===== config.mk =====
export PLATFORM = sky130hd
export DESIGN_NAME = sine_dds_scheduler_flat
export DESIGN_NICKNAME = d
export VERILOG_FILES = /design/src/rtl/sine_dds_scheduler_if.sv /design/src/rtl/sine_dds_scheduler.sv /design/src/flat_wrapper.sv
export SDC_FILE = /design/constraint.sdc
export NUM_CORES = 1
export LEC_CHECK = 0
export ABC_AREA = 1
export CAP_MARGIN = 20
export CORE_UTILIZATION = 29
export CTS_CLUSTER_DIAMETER = 150
export DETAILED_ROUTE_END_ITERATION = 7
export REMOVE_ABC_BUFFERS = 1
export SETUP_SLACK_MARGIN = 0.3
export SYNTH_ARGS = -nofsm -noshare
export SYNTH_HDL_FRONTEND = slang
export SYNTH_SLANG_ARGS = --single-unit

===== constraint.sdc =====
create_clock -name clk -period 8.5 [get_ports clk]
set_input_delay 2.125 -clock clk [delete_from_list [all_inputs] [get_ports clk]]
set_output_delay 2.125 -clock clk [all_outputs]
set_load 0.05 [all_outputs]

===== src/rtl/sine_dds_scheduler_if.sv =====
// Control and sample bundle for the two-channel sine DDS scheduler.
// The master side (control registers) drives enables, tuning words and pulses;
// the slave side (the scheduler) returns samples, strobes and the slot owner.
interface sine_dds_scheduler_if #(
  parameter int unsigned PHASE_W = 16
);

  logic               en_ch0;
  logic               en_ch1;
  logic [PHASE_W-1:0] ftw_ch0;
  logic [PHASE_W-1:0] ftw_ch1;
  logic               ftw_load_ch0;
  logic               ftw_load_ch1;
  logic               phase_clr_ch0;
  logic               phase_clr_ch1;
  logic [7:0]         sample_ch0;
  logic [7:0]         sample_ch1;
  logic               valid_ch0;
  logic               valid_ch1;
  logic               slot;

  modport master (
    output en_ch0, en_ch1, ftw_ch0, ftw_ch1, ftw_load_ch0, ftw_load_ch1,
           phase_clr_ch0, phase_clr_ch1,
    input  sample_ch0, sample_ch1, valid_ch0, valid_ch1, slot
  );

  modport slave (
    input  en_ch0, en_ch1, ftw_ch0, ftw_ch1, ftw_load_ch0, ftw_load_ch1,
           phase_clr_ch0, phase_clr_ch1,
    output sample_ch0, sample_ch1, valid_ch0, valid_ch1, slot
  );

endinterface


===== src/rtl/sine_dds_scheduler.sv =====
// Two-channel DDS sine generator sharing one quarter-wave table.
// A toggling slot bit grants the table to ch0 / ch1 on alternate clocks; the
// owning channel's phase is folded into a table address plus sign, and the
// signed sample is registered at the end of that slot cycle.
module sine_dds_scheduler #(
  parameter int unsigned PHASE_W = 16
) (
  input logic                clk,
  input logic                reset,
  sine_dds_scheduler_if.slave bus
);

  // Quarter-wave entry: floor(127 * sin(pi/2 * a / 255)), evaluated at
  // elaboration with a Q28 fixed-point Taylor series. The small bias keeps
  // exact-integer points (a = 255) from truncating one step low.
  function automatic logic [6:0] sin_val(input int unsigned a);
    longint x;
    longint x2;
    longint term;
    longint sum;
    longint v;
    x    = (longint'(421657428) * longint'(a)) / 255;  // pi/2 * a/255 in Q28
    x2   = (x * x) >>> 28;
    term = x;
    sum  = x;
    for (int k = 1; k <= 6; k++) begin
      term = -((term * x2) >>> 28) / longint'((2 * k) * (2 * k + 1));
      sum  = sum + term;
    end
    v = (sum * 127 + 1024) >>> 28;
    if (v > 127) v = 127;
    if (v < 0) v = 0;
    return v[6:0];
  endfunction

  // sin_fragment: combinational quarter-wave table, monotonic 0..127.
  logic [6:0] rom [256];
  for (genvar g = 0; g < 256; g++) begin : g_rom
    localparam logic [6:0] Val = sin_val(g);
    assign rom[g] = Val;
  end

  logic [PHASE_W-1:0] phase_ch0_q, phase_ch1_q;
  logic [PHASE_W-1:0] ftw_reg_ch0_q, ftw_reg_ch1_q;
  logic               slot_q;
  logic [7:0]         sample_ch0_q, sample_ch1_q;
  logic               valid_ch0_q, valid_ch1_q;

  logic [9:0] top_bits;  // {q, idx} of the slot owner's phase
  logic [1:0] quad;
  logic [7:0] idx;
  logic [7:0] addr;
  logic [7:0] mag;
  logic [7:0] folded;

  // Quadrant fold of the owning channel's phase into a signed sample.
  always_comb begin
    top_bits = slot_q ? phase_ch1_q[PHASE_W-1:PHASE_W-10]
                      : phase_ch0_q[PHASE_W-1:PHASE_W-10];
    quad     = top_bits[9:8];
    idx      = top_bits[7:0];
    addr     = quad[0] ? ~idx : idx;
    mag      = {1'b0, rom[addr]};
    folded   = quad[1] ? (~mag) + 8'd1 : mag;
  end

  // Slot toggle, per-channel phase advance, tuning-word capture and sample registers.
  always_ff @(posedge clk) begin
    if (reset) begin
      phase_ch0_q   <= '0;
      phase_ch1_q   <= '0;
      ftw_reg_ch0_q <= '0;
      ftw_reg_ch1_q <= '0;
      slot_q        <= 1'b0;
      sample_ch0_q  <= 8'h00;
      sample_ch1_q  <= 8'h00;
      valid_ch0_q   <= 1'b0;
      valid_ch1_q   <= 1'b0;
    end else begin
      slot_q      <= ~slot_q;
      valid_ch0_q <= 1'b0;
      valid_ch1_q <= 1'b0;

      // Advance uses the pre-load tuning word; a new word applies from the next slot.
      if (bus.ftw_load_ch0) ftw_reg_ch0_q <= bus.ftw_ch0;
      if (bus.ftw_load_ch1) ftw_reg_ch1_q <= bus.ftw_ch1;

      if (!slot_q && bus.en_ch0) begin
        sample_ch0_q <= folded;
        valid_ch0_q  <= 1'b1;
        phase_ch0_q  <= phase_ch0_q + ftw_reg_ch0_q;
      end
      if (slot_q && bus.en_ch1) begin
        sample_ch1_q <= folded;
        valid_ch1_q  <= 1'b1;
        phase_ch1_q  <= phase_ch1_q + ftw_reg_ch1_q;
      end

      // Clear overrides advance; the sample from the old phase is still emitted.
      if (bus.phase_clr_ch0) phase_ch0_q <= '0;
      if (bus.phase_clr_ch1) phase_ch1_q <= '0;
    end
  end

  assign bus.sample_ch0 = sample_ch0_q;
  assign bus.sample_ch1 = sample_ch1_q;
  assign bus.valid_ch0  = valid_ch0_q;
  assign bus.valid_ch1  = valid_ch1_q;
  assign bus.slot       = slot_q;

endmodule

===== src/flat_wrapper.sv =====
// flat-port wrapper written by rule: the top's interface ports become plain ports
module sine_dds_scheduler_flat 
#(
  parameter int unsigned PHASE_W = 16
)
  (clk, reset, bus_en_ch0, bus_en_ch1, bus_ftw_ch0, bus_ftw_ch1, bus_ftw_load_ch0, bus_ftw_load_ch1, bus_phase_clr_ch0, bus_phase_clr_ch1, bus_sample_ch0, bus_sample_ch1, bus_valid_ch0, bus_valid_ch1, bus_slot);
  sine_dds_scheduler_if #(.PHASE_W(PHASE_W)) bus_i ();
  input logic clk;
  input logic reset;
  input wire logic [$bits(bus_i.en_ch0)-1:0] bus_en_ch0;
  input wire logic [$bits(bus_i.en_ch1)-1:0] bus_en_ch1;
  input wire logic [$bits(bus_i.ftw_ch0)-1:0] bus_ftw_ch0;
  input wire logic [$bits(bus_i.ftw_ch1)-1:0] bus_ftw_ch1;
  input wire logic [$bits(bus_i.ftw_load_ch0)-1:0] bus_ftw_load_ch0;
  input wire logic [$bits(bus_i.ftw_load_ch1)-1:0] bus_ftw_load_ch1;
  input wire logic [$bits(bus_i.phase_clr_ch0)-1:0] bus_phase_clr_ch0;
  input wire logic [$bits(bus_i.phase_clr_ch1)-1:0] bus_phase_clr_ch1;
  output wire logic [$bits(bus_i.sample_ch0)-1:0] bus_sample_ch0;
  output wire logic [$bits(bus_i.sample_ch1)-1:0] bus_sample_ch1;
  output wire logic [$bits(bus_i.valid_ch0)-1:0] bus_valid_ch0;
  output wire logic [$bits(bus_i.valid_ch1)-1:0] bus_valid_ch1;
  output wire logic [$bits(bus_i.slot)-1:0] bus_slot;
  assign bus_i.en_ch0 = bus_en_ch0;
  assign bus_i.en_ch1 = bus_en_ch1;
  assign bus_i.ftw_ch0 = bus_ftw_ch0;
  assign bus_i.ftw_ch1 = bus_ftw_ch1;
  assign bus_i.ftw_load_ch0 = bus_ftw_load_ch0;
  assign bus_i.ftw_load_ch1 = bus_ftw_load_ch1;
  assign bus_i.phase_clr_ch0 = bus_phase_clr_ch0;
  assign bus_i.phase_clr_ch1 = bus_phase_clr_ch1;
  assign bus_sample_ch0 = bus_i.sample_ch0;
  assign bus_sample_ch1 = bus_i.sample_ch1;
  assign bus_valid_ch0 = bus_i.valid_ch0;
  assign bus_valid_ch1 = bus_i.valid_ch1;
  assign bus_slot = bus_i.slot;
  sine_dds_scheduler #(.PHASE_W(PHASE_W)) u_core (.clk(clk), .reset(reset), .bus(bus_i));
endmodule

* Word level (Yosys, flattened, before mapping)
Memory sizes are Yosys's and may differ from the RTL's.
Cells that the tools add are included.
** Word-level totals
- Register bits :: 83
- Bits in latches :: 0
- Memory bits (writable) :: 0
- Bits in read-only memories :: 1792
- Output and inout bits :: 19
- Memories kept :: 1
** Memory list
- (name not given) :: words 256, width 7, read ports 1, clocked after Yosys merged registers in 0, wr ports 0, RTL line sine_dds_scheduler.sv:63 : mag = {1'b0, rom[addr]};
** Operators by class
- Add/subtract/negate cells :: 3
- $mul :: 0
- Divide/modulo/power cells :: 0
- Order comparisons :: 1
- Equal/unequal tests :: 0
- Shift operators :: 0
- Mux-type cells :: 7
- Bitwise gates (word level) :: 4
- Reduce and logical (&&, ||, !) cells :: 5
** Operators by type and width (number)
- adder 16 bit :: 2
- two-way mux 8 bit :: 2
- two-way mux 7 bit :: 2
- two-way mux 10 bit :: 1
- greater-or-equal comparator 9 bit (second input constant) :: 1
- NOT 8 -> 9 bit :: 1
- adder 8 x 1 -> 8 bit (second input constant) :: 1
- NOT 7 -> 8 bit :: 1
- NOT 8 bit :: 1
- OR reduction 2 bit :: 2
- logical AND 1 bit :: 2
- two-way mux 1 bit :: 2
- logical NOT 1 bit :: 1
- NOT 1 bit :: 1

* Logic depth before layout (Yosys ltp)
- Depth after elaboration :: 10
- Mapped depth :: 26
- Mapped depth without buffers :: 25

* Least setup slack after synthesis
Ideal clock, no wire load.
- Path kind :: input to register
- Start point :: in reset
- End point :: reg u_core.phase_ch0_q[3]
- Library setup time :: 0.115 ns
- Arrival time :: 3.043 ns
- Required time :: 8.385 ns
- Slack :: 5.341 ns
- Cell stages on the path :: 7
- Path buffers :: 2
- Cell sequence :: clkbuf_1 > nor2_1 > inv_1 > clkbuf_1 > nor2_1 > o21ai_0 > inv_1
** Between the ends
- Cells in the longest elaborated chain, start to end :: 1
** RTL lines
- from (decl) :: RTL line flat_wrapper.sv:9 : input logic reset;
- OR reduction 2 bit (no line)
- to (signal assigned) :: RTL line sine_dds_scheduler.sv:91 : phase_ch0_q <= phase_ch0_q + ftw_reg_ch0_q;
- to (decl) :: RTL line sine_dds_scheduler.sv:43 : logic [PHASE_W-1:0] phase_ch0_q, phase_ch1_q;
Every way passes these cells.
A chain may end at the register's enable or synchronous reset.

* Worst setup path after layout
- Start point :: reg u_core.slot_q (netlist: u_core.bus.slot)
- End point :: out bus_slot
** RTL lines
- from (decl) :: RTL line sine_dds_scheduler.sv:45 : logic slot_q;
- from (signal assigned) :: RTL line sine_dds_scheduler.sv:80 : slot_q <= ~slot_q;
- to (decl) :: RTL line flat_wrapper.sv:22 : output wire logic [$bits(bus_i.slot)-1:0] bus_slot;
No word-level cell between the ends.

==> results_dict.tcl <==
set metrics [dict create \
    grtUsageMet1_pct 19.8 \
    post-route-min-period_ns 4.41 \
    setup_violations 0 \
    crit_family "flip-flops" \
    r2r_end "u_core.bus.sample_ch0[4]" \
    r2r_cells 23 \
    grt_util_met3_pct 2.05 \
    synth.avg_cell_area_um2 6.56 \
    ys_top_cells_by_count "nand2_1, nor2_1, inv_1" \
    max_slew_margin_pct 33.4 \
    r2r_start "u_core.bus.slot" \
    finClkSkew_ns 0.00832 \
    grt.met2_usage_pct 25.6 \
    rows 53 \
    ir_drop_mv 0.0908 \
    fmax_mhz 227 \
    die_x_um 149 \
    core_um2 21100 \
    startpoint "u_core.bus.slot" \
    grt_overflow_total 0 \
    clk-insertion-delay-late_ns 0.35 \
    crit_chain "clkdlybuf4s50_1" \
    grt_pass1_vias 5542 \
    yosysUniqueCellTypes 42 \
    die_h_um 149 \
    wl_um 16000 \
    drive_above_1_share_pct 7.45 \
    drv_slew 0 \
    worstPathRequired_ns 6.38 \
    yosysSeqAreaShare_pct 26.6 \
    endpoint "bus_slot" \
    async_flop_share_pct 0 \
    busiest_layer "met2" \
    leakagePower_nw 3.56 \
    syn_area_um2 6250 \
    antenna_found_initial 0 \
    hold_buffers 0 \
    ant_nets 0 \
    drt_iter0_markers 378 \
    critPathArrivalTime_ns 2.28 \
    critical_path_buf_inv_count 1 \
    power.density_nw_per_um2 165 \
    cp_max_fo 23 \
    max_stage_delay_ns 0.97 \
    area_growth_pct 16.4 \
    yosysMostFrequentCell "nand2_1" \
    maxCapViolCount 0 \
    drc 0 \
    die-area_um2 22100 \
    grt_pass1_wl_um 26900 \
    syn_inst 952 \
    cts_setup_buffers 0 \
    hp-class "reg -> reg" \
    post-route-cell-area_um2 7280 \
    status "finished clean" \
    boundaryPins 59 \
    hold_start "u_core.phase_ch1_q[0]" \
    cts_root_buffer "clkbuf_16" \
    yosys_register_bits 83 \
    synth_area_leader_cell "dfxtp_1" \
    synth_warnings 0 \
    dp_hpwl_um 12000 \
    hold_violations 0 \
    fin_util_pct 34.5 \
    port_buffers 58 \
    floorplan.initialDensity_pct 29.6 \
    path_class "reg -> out" \
    place_congestion 0.891 \
    placed_cell_area_um2 6960 \
    antenna_cells 0 \
    cts.clk_slew.worst_paths_ns 0.06 \
    track_usage_pct 15.1 \
    fin_crit_sh_pct 51.9 \
    cp.depth 1 \
    synth_edf_count 0 \
    grt_max_degree 35 \
    hold_depth 2 \
    clock_path_buffers 2 \
    wire_per_inst_um 12.6 \
    reg2reg_slack_ns 4.26 \
    synth_top_area_share_pct 26.6 \
    cts_sinks 83 \
    cpMaxStageDelayCell "dfxtp_1" \
    rsz0062_at_grt "no" \
    ys_top_cells_by_area "dfxtp_1, nand2_1, ha_1" \
    vias_per_cell 4.75 \
    vias 6024 \
    cts_tree "built" \
    ys.flop_type "dfxtp_1" \
    first_pass_iters 7 \
    htreeDepth 3 \
    ctsResizeCount 0 \
    cts_inserted_buffers 9 \
    endpoint_kind "output pin" \
    timing.hold.ws_ns 0.491 \
    worstMarginPinSlew_ns 0.997 \
    critPathLaunchType "flip-flop" \
    finalSetupTns_ns 0 \
    nets 1073 \
]
-- sequential cells by signal, indices dropped and copies added, names as in the netlist --
| name | count |
|---|---|
| u_core.bus.slot | 1 |
| u_core.bus.valid_ch0 | 1 |
| u_core.phase_ch0_q | 16 |
| u_core.bus.sample_ch1 | 8 |
| u_core.ftw_reg_ch0_q | 16 |
| u_core.ftw_reg_ch1_q | 16 |
| u_core.phase_ch1_q | 16 |
| u_core.bus.valid_ch1 | 1 |
| u_core.bus.sample_ch0 | 8 |
-- area by class of cell --
type                            instances  area (µm²)
Multi-Input combinational cell        731        3960
Clock inverter                          5        77.6
Sequential cell                        83        1660
Tap cell                              275         344
Clock buffer                           11         233
Timing Repair Buffer                   60         616
Inverter                              103         387
Fill cell                            2298       13800
-- per-stage QoR --
stage	total power, mW	setup slack [ns]	cells
finish	1.20	4.09	1268
global route	1.27	3.76	1268
CTS	1.21	4.03	1267
detailed placement	0.787	3.98	1251
global placement	0.784	4.02	1250
floorplan	0.683	4.93	917
-- how the worst min path moves through the flow --
stage	slack [ns]	to
floorplan	0.46	u_core.phase_ch0_q[0]
global placement	0.48	u_core.phase_ch1_q[0]
detailed placement	0.48	u_core.phase_ch1_q[0]
CTS	0.49	u_core.phase_ch1_q[0]
global route	0.51	u_core.phase_ch1_q[0]
finish	0.49	u_core.phase_ch1_q[0]
-- metal layers --
layer	part of all wire [%]	up-vias
li1	-	3167
met3	4.1	17
met2	47	156
met5	0	-
met4	1.4	0
met1	48	2684
-- where the power goes --
group	internal, mW	switching [mW]
combinational	0.121	0.230
sequential	0.412	0.0177
clock	0.257	0.160
total	0.790	0.408
-- cells by family after synthesis --
logic type               after synthesis  share of synthesized area (%)
adder cells (fa/ha/maj)               45                           9.25
AO/OA/AOI/OAI                        199                           17.7
XOR/XNOR                              27                           4.02
buffers and inverters                138                           10.1
AND/OR/NAND/NOR                      460                           32.4
flip-flops                            83                           26.6
-- cell usage in the layout (no fill, tap or decap), types with 4 or more instances in the layout --
cell             synthesis  routed
a21oi_1                 67      67
a31oi_1                  4       4
clkbuf_16                0       9
clkdlybuf4s50_1          0      58
dfxtp_1                 83      83
ha_1                    43      43
inv_1                   96      96
inv_2                    4       4
nand2_1                221     221
nand2_2                 26      26
nand2_4                 10      10
nand3_1                 59      59
nand3_2                  4       4
nand4_1                  6       6
nor2_1                 125     125
o211ai_1                10      10
o21ai_0                 86      86
o21ai_1                  7       7
o21bai_1                 6       6
xnor2_1                  6       6
xor2_1                  19      19
Note: power is estimated with default switching activity, not from simulation.
